[src/rtl/des_sbox_layer.sv]
// Iterative DES S-box substitution layer: one 48-bit word in, 32-bit S1..S8 word out,
// LANES S-box lookups per clock with valid/ready handshakes on both sides.
module des_sbox_layer #(
  parameter int unsigned LANES = 8
) (
  input  logic        clk,
  input  logic        rst_n,
  input  logic        in_valid,
  output logic        in_ready,
  input  logic [1:48] in_data,
  output logic        out_valid,
  input  logic        out_ready,
  output logic [1:32] out_data
);

  localparam int unsigned STEPS  = 8 / LANES;
  localparam int unsigned STEP_W = (STEPS > 1) ? $clog2(STEPS) : 1;

  if (!(LANES == 1 || LANES == 2 || LANES == 4 || LANES == 8)) begin : g_bad_lanes
    $error("des_sbox_layer: LANES must be 1, 2, 4 or 8");
  end

  // Each table holds 64 nibbles, entry (row*16 + col) first, i.e. in the MSB nibble.
  localparam logic [255:0] SBOX [8] = '{
    256'hE4D12FB83A6C5907_0F74E2D1A6CB9538_41E8D62BFC973A50_FC8249175B3EA06D,
    256'hF18E6B34972DC05A_3D47F28EC01A69B5_0E7BA4D158C6932F_D8A13F42B67C05E9,
    256'hA09E63F51DC7B428_D709346A285ECBF1_D6498F30B12C5AE7_1AD069874FE3B52C,
    256'h7DE3069A1285BC4F_D8B56F03472C1AE9_A690CB7DF13E5284_3F06A1D8945BC72E,
    256'h2C417AB6853FD0E9_EB2C47D150FA3986_421BAD78F9C5630E_B8C71E2D6F09A453,
    256'hC1AF92680D34E75B_AF427C9561DE0B38_9EF528C3704A1DB6_432C95FABE17608D,
    256'h4B2EF08D3C975A61_D0B7491AE35C2F86_14BDC37EAF680592_6BD814A7950FE23C,
    256'hD2846FB1A93E50C7_1FD8A374C56B0E92_7B419CE206ADF358_21E74A8DFC90356B
  };

  typedef enum logic [1:0] {StIdle, StBusy, StDone} state_e;

  state_e            state_q;
  logic [STEP_W-1:0] step_q;
  logic [47:0]       in_q;
  logic [31:0]       out_q;
  logic              out_valid_q;
  logic [31:0]       busy_word;
  logic              last_step;

  function automatic logic [3:0] sbox_lookup(input logic [2:0] box, input logic [5:0] chunk);
    logic [5:0] idx;
    idx = {chunk[5], chunk[0], chunk[4:1]};
    // ~idx == 63 - idx, which locates the entry counted from the MSB end.
    return SBOX[box][{~idx, 2'b00} +: 4];
  endfunction

  // Output register with this step's LANES nibbles replaced by fresh lookups.
  always_comb begin
    logic [2:0] box;
    logic [5:0] chunk;
    busy_word = out_q;
    box       = '0;
    chunk     = '0;
    for (int unsigned l = 0; l < LANES; l++) begin
      box   = 3'(int'(step_q) * int'(LANES) + int'(l));
      chunk = in_q[6'(47 - 6 * int'(box)) -: 6];
      busy_word[5'(31 - 4 * int'(box)) -: 4] = sbox_lookup(box, chunk);
    end
  end

  assign last_step = (step_q == STEP_W'(STEPS - 1));

  always_ff @(posedge clk or negedge rst_n) begin
    if (!rst_n) begin
      state_q     <= StIdle;
      step_q      <= '0;
      in_q        <= '0;
      out_q       <= '0;
      out_valid_q <= 1'b0;
    end else begin
      unique case (state_q)
        StIdle: begin
          if (in_valid) begin
            in_q    <= in_data;
            step_q  <= '0;
            state_q <= StBusy;
          end
        end
        StBusy: begin
          out_q <= busy_word;
          if (last_step) begin
            state_q     <= StDone;
            out_valid_q <= 1'b1;
          end else begin
            step_q <= step_q + 1'b1;
          end
        end
        StDone: begin
          if (out_ready) begin
            out_valid_q <= 1'b0;
            if (in_valid) begin
              in_q    <= in_data;
              step_q  <= '0;
              state_q <= StBusy;
            end else begin
              state_q <= StIdle;
            end
          end
        end
        default: state_q <= StIdle;
      endcase
    end
  end

  // out_ready -> in_ready is the only combinational path, and only in DONE.
  assign in_ready  = (state_q == StIdle) || ((state_q == StDone) && out_ready);
  assign out_valid = out_valid_q;
  assign out_data  = out_q;

endmodule

[config.mk]
export PLATFORM = sky130hd
export DESIGN_NAME = des_sbox_layer
export DESIGN_NICKNAME = d
export VERILOG_FILES = /design/src/rtl/des_sbox_layer.sv
export SDC_FILE = /design/constraint.sdc
export NUM_CORES = 1
export LEC_CHECK = 0
export CAP_MARGIN = 25
export CORE_MARGIN = 1
export CORE_UTILIZATION = 47
export DETAILED_ROUTE_END_ITERATION = 10
export GPL_ROUTABILITY_DRIVEN = 0
export PLACE_DENSITY = 0.7
export SYNTH_ARGS = -nofsm -noshare
export SYNTH_HDL_FRONTEND = slang
export SYNTH_SLANG_ARGS = --single-unit
[constraint.sdc]
create_clock -name clk -period 5.2 [get_ports clk]
set_clock_uncertainty 0.15 [all_clocks]
set_input_delay 1.04 -clock clk [delete_from_list [all_inputs] [get_ports clk]]
set_output_delay 1.04 -clock clk [all_outputs]
set_load 0.01 [all_outputs]
Word level (Yosys, flattened, before mapping). Memory sizes are Yosys's and may differ from the RTL's. Index checks and enable logic that the tools add are counted.

Muxes and demuxes: 36. Shifts and indexed selects: 28. $add $sub $neg: 29. Magnitude comparators: 7. Bitwise gates (word level): 14. Equal/unequal tests: 5. Div/mod/pow operators: 0. Multiply operators: 7. Reduce and logical (&&, ||, !) cells: 10.

Operator list (count): 2-to-1 mux 256 bit (14); indexed part select 256 x 9 -> 4 bit (7); indexed part select 53 x 6 -> 6 bit (7); variable shift 4 x 6 -> 35 bit (first input constant) (7); indexed part select 4 x 6 -> 35 bit (7); bitwise mux 32 bit (7); 2-to-1 mux 48 bit (2); case mux 48 bit (2 select lines) (1); negator 5 -> 6 bit (7); NOT 6 bit (7); subtractor 6 bit (first input constant) (6); multiplier 2 x 3 -> 5 bit (first input constant) (6); >= comparator 4 bit (second input constant) (7); subtractor 5 bit (first input constant) (5); NOT 3 -> 4 bit (6); adder 1 x 2 -> 3 bit (both inputs constant) (3); adder 1 x 3 -> 3 bit (both inputs constant) (2); 2-to-1 mux 1 bit (6); 2-to-1 mux 2 bit (3); inequality test 2 bit (second input constant) (3); case mux 2 bit (3 select lines) (1); AND reduction 3 bit (2); subtractor 6 x 5 -> 6 bit (first input constant) (1); subtractor 1 x 4 -> 5 bit (first input constant) (1); 15 further kinds (18).

Bits of input ports: 52. RAM bits: 0. Bits in registers: 84. ROM bits: 14336. Memories: 7. Output and inout port bits: 34. Latch bits: 0. Logic and storage cells: 148.

Memory list: (name not given) (depth 8, bits a word 256, read ports 1, clocked after memory_dff 0, wr ports 0, line 49) `return SBOX[box][{~idx, 2'b00} +: 4];`; (name not given) (depth 8, bits a word 256, read ports 1, clocked after memory_dff 0, wr ports 0, line 49); (name not given) (depth 8, bits a word 256, read ports 1, clocked after memory_dff 0, wr ports 0, line 49); (name not given) (depth 8, bits a word 256, read ports 1, clocked after memory_dff 0, wr ports 0, line 49); (name not given) (depth 8, bits a word 256, read ports 1, clocked after memory_dff 0, wr ports 0, line 49); (name not given) (depth 8, bits a word 256, read ports 1, clocked after memory_dff 0, wr ports 0, line 49); 1 more memories.

Longest topological paths before layout. Gate-level depths: netlist (run 1).

Word-level depth: 14. Depth in mapped cells: 9. Mapped depth without buffers: 7.

Worst setup path after synthesis (run 1). No wires, ideal clock.

Path type: input to output. Start: input out_ready. End: output in_ready. Arrival: 1355 ps. Slack: 2655 ps. Stages: 2. Path buffers: 0. Required time: 4010 ps. Path through: nand2b_1 -> nor2b_1.

Cells in the longest elaborated chain, start to end: 2.

Ends and longest elaborated chain: start, declared (line 12) `input logic out_ready,`; logical AND 1 bit (line 111) `assign in_ready = (state_q == StIdle) || ((state_q == StDone) && out_ready);`; logical OR 1 bit (line 111); end, declared (line 9) `output logic in_ready,`.

Every way passes these cells.

Final worst setup path (run 1). Same ends and word-level chain as after synthesis.

==> results of run 1 <==
-- per-stage QoR --
step | util [%] | cells
global route | 54.2 | 625
floorplan | - | 529
CTS | 53.6 | 622
global placement | 52.8 | 616
finish | 54.2 | 625
detailed placement | 52.8 | 616
-- sequential cells by signal, indices dropped and copies added, names as in the netlist --
name	count
out_valid	1
in_q	24
out_data	16
state_q	2
-- power groups by stage --
stage,registers (µW),logic [µW],clock network [µW]
2_1_floorplan,561,895,0
3_3_place_gp,705,1020,0
3_5_place_dp,712,1030,0
4_1_cts,706,1040,213
5_1_grt,741,1180,227
6_report,708,1050,206
-- worst register-to-register path: stages (launching register included) --
cell       delay (ns)
dfrtp_1          0.68
inv_1            0.27
ha_1             0.57
nor2b_1          0.26
a2111oi_0        0.10
or4_1            0.53
o211ai_1         0.11
-- worst max-delay path by stage --
stage / start / end / slack, ns / depth (start not counted)
floorplan: out_ready / in_ready / 2.65 / 2
global placement: out_ready / in_ready / 1.51 / 4
detailed placement: out_ready / in_ready / 1.51 / 4
CTS: out_ready / in_ready / 1.49 / 4
global route: out_ready / in_ready / 1.41 / 4
finish: out_ready / in_ready / 1.50 / 4
-- per-layer routing --
metal	wire (µm)	share of wire, %	GRT usage [%]	up-vias
met4	59	0.63	3.48	0
met2	4480	48	36.8	123
met1	4270	46	29.3	1743
met3	492	5.3	3.00	6
met5	0	0	0	-
li1	-	-	-	1825
-- cells by family after synthesis --
logic type	synth area share, %
AO/OA/AOI/OAI	26.4
XOR/XNOR	2.33
adder cells (fa/ha/maj)	9.67
buffers and inverters	10.5
flip-flops	26.0
multiplexers	6.50
other	0.0905
AND/OR/NAND/NOR	18.5
-- cell usage after synthesis, drive strengths merged, types with 10 or more instances --
cell / n / share of area [%]
dfrtp: 43 / 26
nand2: 52 / 4.7
mux2i: 10 / 2.4
ha: 32 / 9.7
clkbuf: 20 / 1.8
a21oi: 29 / 3.5
buf: 44 / 6.8
nand3: 10 / 1.2
nor2: 29 / 2.6
o211ai: 12 / 2.2
mux2: 11 / 3.0
inv: 21 / 1.9
nor2b: 17 / 2.6
nand2b: 19 / 2.9
o21ai: 49 / 5.9
-- layout make-up --
cell class                      instances  area, µm²
Fill cell                             819       3840
Multi-Input combinational cell        401       2690
Sequential cell                        43       1080
Timing Repair Buffer                   49        499
Tap cell                              105        131
Inverter                               21       78.8
Clock buffer                            6       72.6
==> results.toml, run 1 <==
[outcome]
outcome = "finished clean"

[cells_and_area]
final_area_um2 = 4540
fin_nets = 605
final_cell_mix = "nand2_1, clkdlybuf4s50_1, dfrtp_1"
syn_to_final_growth_pct = 9.70
antenna_cells = 0
final_common_cell = "nand2_1"
drive_above_1_share_pct = 4.42

[timing]
finalCritPeriodShare_pct = 71.2
period_needed_ns = 3.70
fin_ws_ns = 1.50
fin_setup_tns_ns = 0
hold_viol = 0
rsz0062_at_grt = "false"
worst_pin_slew_ns = 0.963
finalMaxSlewViolations = 0
setup_viol = 0
slew_headroom_pct = 35.8
fin_hold_ws_ns = 0.334
fmax_mhz = 270

[clocking]
cts_setup_buffers = 0
cts.repair.resized = 0
cts_buffers = 5
insertion_delay_ns = 0.29
hold_buffers = 0
h-tree-depth = 2
clkSinkCount = 43
cts_buffer_depth = 2
clkTransAtPathRegs_ns = 0.08
cts_tree = "yes"
root_buffer = "clkbuf_8"

[worst_hold_path]
hold_depth = 2
hold_start = "out_data[31]$_DFFE_PN0P_"
worst_hold_path.endpoint = "out_data[31]$_DFFE_PN0P_"
hold_class = "reg -> reg"

[critical_path]
worst-setup-path-type = "in -> out"
cpMaxStageDelayCell = "clkdlybuf4s50_1"
worst-r2r-setup-slack_ns = 2.45
path_delay_family = "buffers and inverters"
cp_cell_sequence = "clkdlybuf4s50_1, nand2b_1, nor2b_1, clkdlybuf4s50_1"
arrival_ns = 2.51
cp-end-kind = "output port"
cpPeakStageDelay_ns = 0.59
r2r_cells = 6
rr_startpoint = "in_q[13]$_DFFE_PN0P_"
worstPathRequired_ns = 4.01
crit_top_cell = "clkdlybuf4s50_1"
critPathMaxFanout = 2
cp_num_buf_inv = 2
r2r-end = "out_data[23]$_DFFE_PN0P_"
cp-start-kind = "primary input"

[floorplanning]
ios = 86
dieArea_um2 = 9190
die_w_um = 95.9
rows = 33
die_h_um = 95.9
start_util_pct = 49.4
core_um2 = 8380

[pwr]
finalPower_uw = 1960
total_leakage_power_uw = 0.00186
power_density_nw_per_um2 = 432
sw_frac_of_total_pct = 45.5
peakVddDrop_uv = 191
internal-power_uw = 1070
seqPwrFrac_pct = 36.1
p_sw_uw = 892
combPwrFrac_pct = 53.4
pwr-share-clk_pct = 10.5

[grt]
grt_max_degree = 44
first_global_vias = 3304
grt_use_total_pct = 21.5
gr-total-overflow = 0
antenna_found_initial = 0
grt_pass1_wl_mm = 15.7

[synth]
avgSynthCellArea_um2 = 8.06
syn_area_um2 = 4140
synth_seq_cells = 43
ys_types = 65
syn-instance-count = 514
synth-async-reset-ratio_pct = 100
ys.flop_type = "dfrtp_1"
seq_area_frac_synth_pct = 26.0
ys.warnings.count = 0
synth-edff-count = 0

[placed_design]
place_area_um2 = 4420
dp_hpwl_mm = 6.36
dp_slack_ns = 1.51
numPortBuffers = 45

[detailed_routing]
first_pass_iters = 5
drc_errors = 0
first_iter_violations = 152
viasPerCell = 5.92
wl_per_cell_um = 14.9
routed_wl_mm = 9.30
num_vias = 3697
ant_nets = 0

[job]
max_cap_violations = 0
Note: power is estimated with default switching activity, not from simulation.
==> run 2: changes to the inputs <==
Settings changed: PLACE_DENSITY 0.7 to 0.73.
Clock period 5.2 ns to 3.11 ns, I/O delays scaled along.
==> results.toml, run 2 (synthesis results as in run 1) <==
[outcome]
outcome = "finished clean"

[critical_path]
cp-start-kind = "primary input"
cp_num_buf_inv = 2
worst-setup-path-type = "in -> out"
cpPeakStageDelay_ns = 0.57
cpMaxStageDelayCell = "clkdlybuf4s50_1"
cp-end-kind = "output port"
worstPathRequired_ns = 2.34
critPathMaxFanout = 2
crit_top_cell = "clkdlybuf4s50_1"
path_delay_family = "buffers and inverters"
cp_cell_sequence = "clkdlybuf4s50_1, nand2b_1, nor2b_1, clkdlybuf4s50_1"
arrival_ns = 2.05

[clocking]
clkSinkCount = 43
root_buffer = "clkbuf_8"
h-tree-depth = 2
clkTransAtPathRegs_ns = 0.09
cts_setup_buffers = 0
cts_tree = "yes"
cts_buffer_depth = 2
cts.repair.resized = 0
insertion_delay_ns = 0.31
hold_buffers = 0
cts_buffers = 5

[floorplanning]
start_util_pct = 49.4
die_h_um = 95.9
die_w_um = 95.9
ios = 86
dieArea_um2 = 9190
core_um2 = 8380
rows = 33

[cells_and_area]
final_common_cell = "nand2_1"
largest_reg_flops = 24
regMostFlops = "in_q"
syn_to_final_growth_pct = 11.4
final_cell_mix = "nand2_1, clkdlybuf4s50_1, dfrtp_1"
stdcell_count = 629
final_area_um2 = 4610
fin_nets = 607
fillers = 775
antenna_cells = 0
drive_above_1_share_pct = 5.34

[detailed_routing]
ant_nets = 0
wl_per_cell_um = 15.3
drc_errors = 0
routed_wl_mm = 9.62
num_vias = 3727
first_iter_violations = 133
viasPerCell = 5.93
first_pass_iters = 4

[placed_design]
placed_cells = 620
dp_hpwl_mm = 6.65
place_area_um2 = 4470
dp_slack_ns = 0.273
numPortBuffers = 45

[timing]
fin_setup_tns_ns = 0
fmax_mhz = 355
fin_hold_ws_ns = 0.139
hold_viol = 0
finalMaxSlewViolations = 0
finalCritPeriodShare_pct = 90.6
period_needed_ns = 2.82
rsz0062_at_grt = "false"
worst_pin_slew_ns = 0.852
slew_headroom_pct = 43.2
setup_viol = 0
fin_ws_ns = 0.292

[pwr]
peakVddDrop_uv = 313
total_leakage_power_uw = 0.00189
power_density_nw_per_um2 = 748

[job]
max_cap_violations = 0

[worst_hold_path]
hold_class = "in -> async"

[grt]
gr-total-overflow = 0
grt_pass1_wl_mm = 16.2
grt_max_degree = 44
first_global_vias = 3438
antenna_found_initial = 0
grt_use_total_pct = 22.3
## run 2: cell count changes in the layout (fill, tap and decap cells not counted), sizes merged
cell / before / now
bufinv: 0 / 1
clkinv: 0 / 1
buf: 5 / 7
## run 2: power by group
part           switching (µW)  leakage [µW]  total, µW  internal (µW)
registers                 425      0.000519       1170            741
clock network             223     0.0000612        484            261
logic                     894       0.00131       1800            906
## run 2: area by class of cell
cell class,instances,area (µm²),share of cell area [%]
Clock buffer,6,82.6,1.79
Clock inverter,2,35.0,0.760
Inverter,21,78.8,1.71
Multi-Input combinational cell,401,2690,58.2
Sequential cell,43,1080,23.3
Tap cell,105,131,2.85
Timing Repair Buffer,51,523,11.3
## run 2: through the flow
step	power [µW]	utilization [%]
4_1_cts	3440	54.7
3_3_place_gp	2880	53.3
3_5_place_dp	2960	53.3
5_1_grt	3740	55.0
2_1_floorplan	2440	-
6_report	3450	55.0
## run 2: worst reg2reg max path: cells and delay by family (launching register included)
kind	cells	cell delay, ns
and+or+nand+nor	1	0.21
DFF	1	0.60
buffers and inverters	1	0.25
AOI/OAI and AO/OA	4	0.82
adders and majority gates	1	0.48
## run 2: path summary, 6_finish.rpt
kind                                          startpoint                       end  slack [ns]  cells past startpoint
min in group clk                out_data[31]$_DFFE_PN0P_  out_data[31]$_DFFE_PN0P_        0.34                      2
worst min register to register  out_data[31]$_DFFE_PN0P_  out_data[31]$_DFFE_PN0P_        0.34                      2
max in group asynchronous                          rst_n  out_data[17]$_DFFE_PN0P_        2.16                      2
worst min-delay path                               rst_n      in_q[17]$_DFFE_PN0P_        0.14                      1
worst max register to register      in_q[14]$_DFFE_PN0P_  out_data[23]$_DFFE_PN0P_        0.48                      7
worst max-delay path                           out_ready                  in_ready        0.29                      4
## run 2: layer usage
metal,global-route usage [%],part of all wire [%],vias up
met5,0,0,-
met4,5.72,1.0,0
met1,30.5,44,1769
met2,37.0,49,122
met3,3.00,5.9,11
li1,-,-,1825
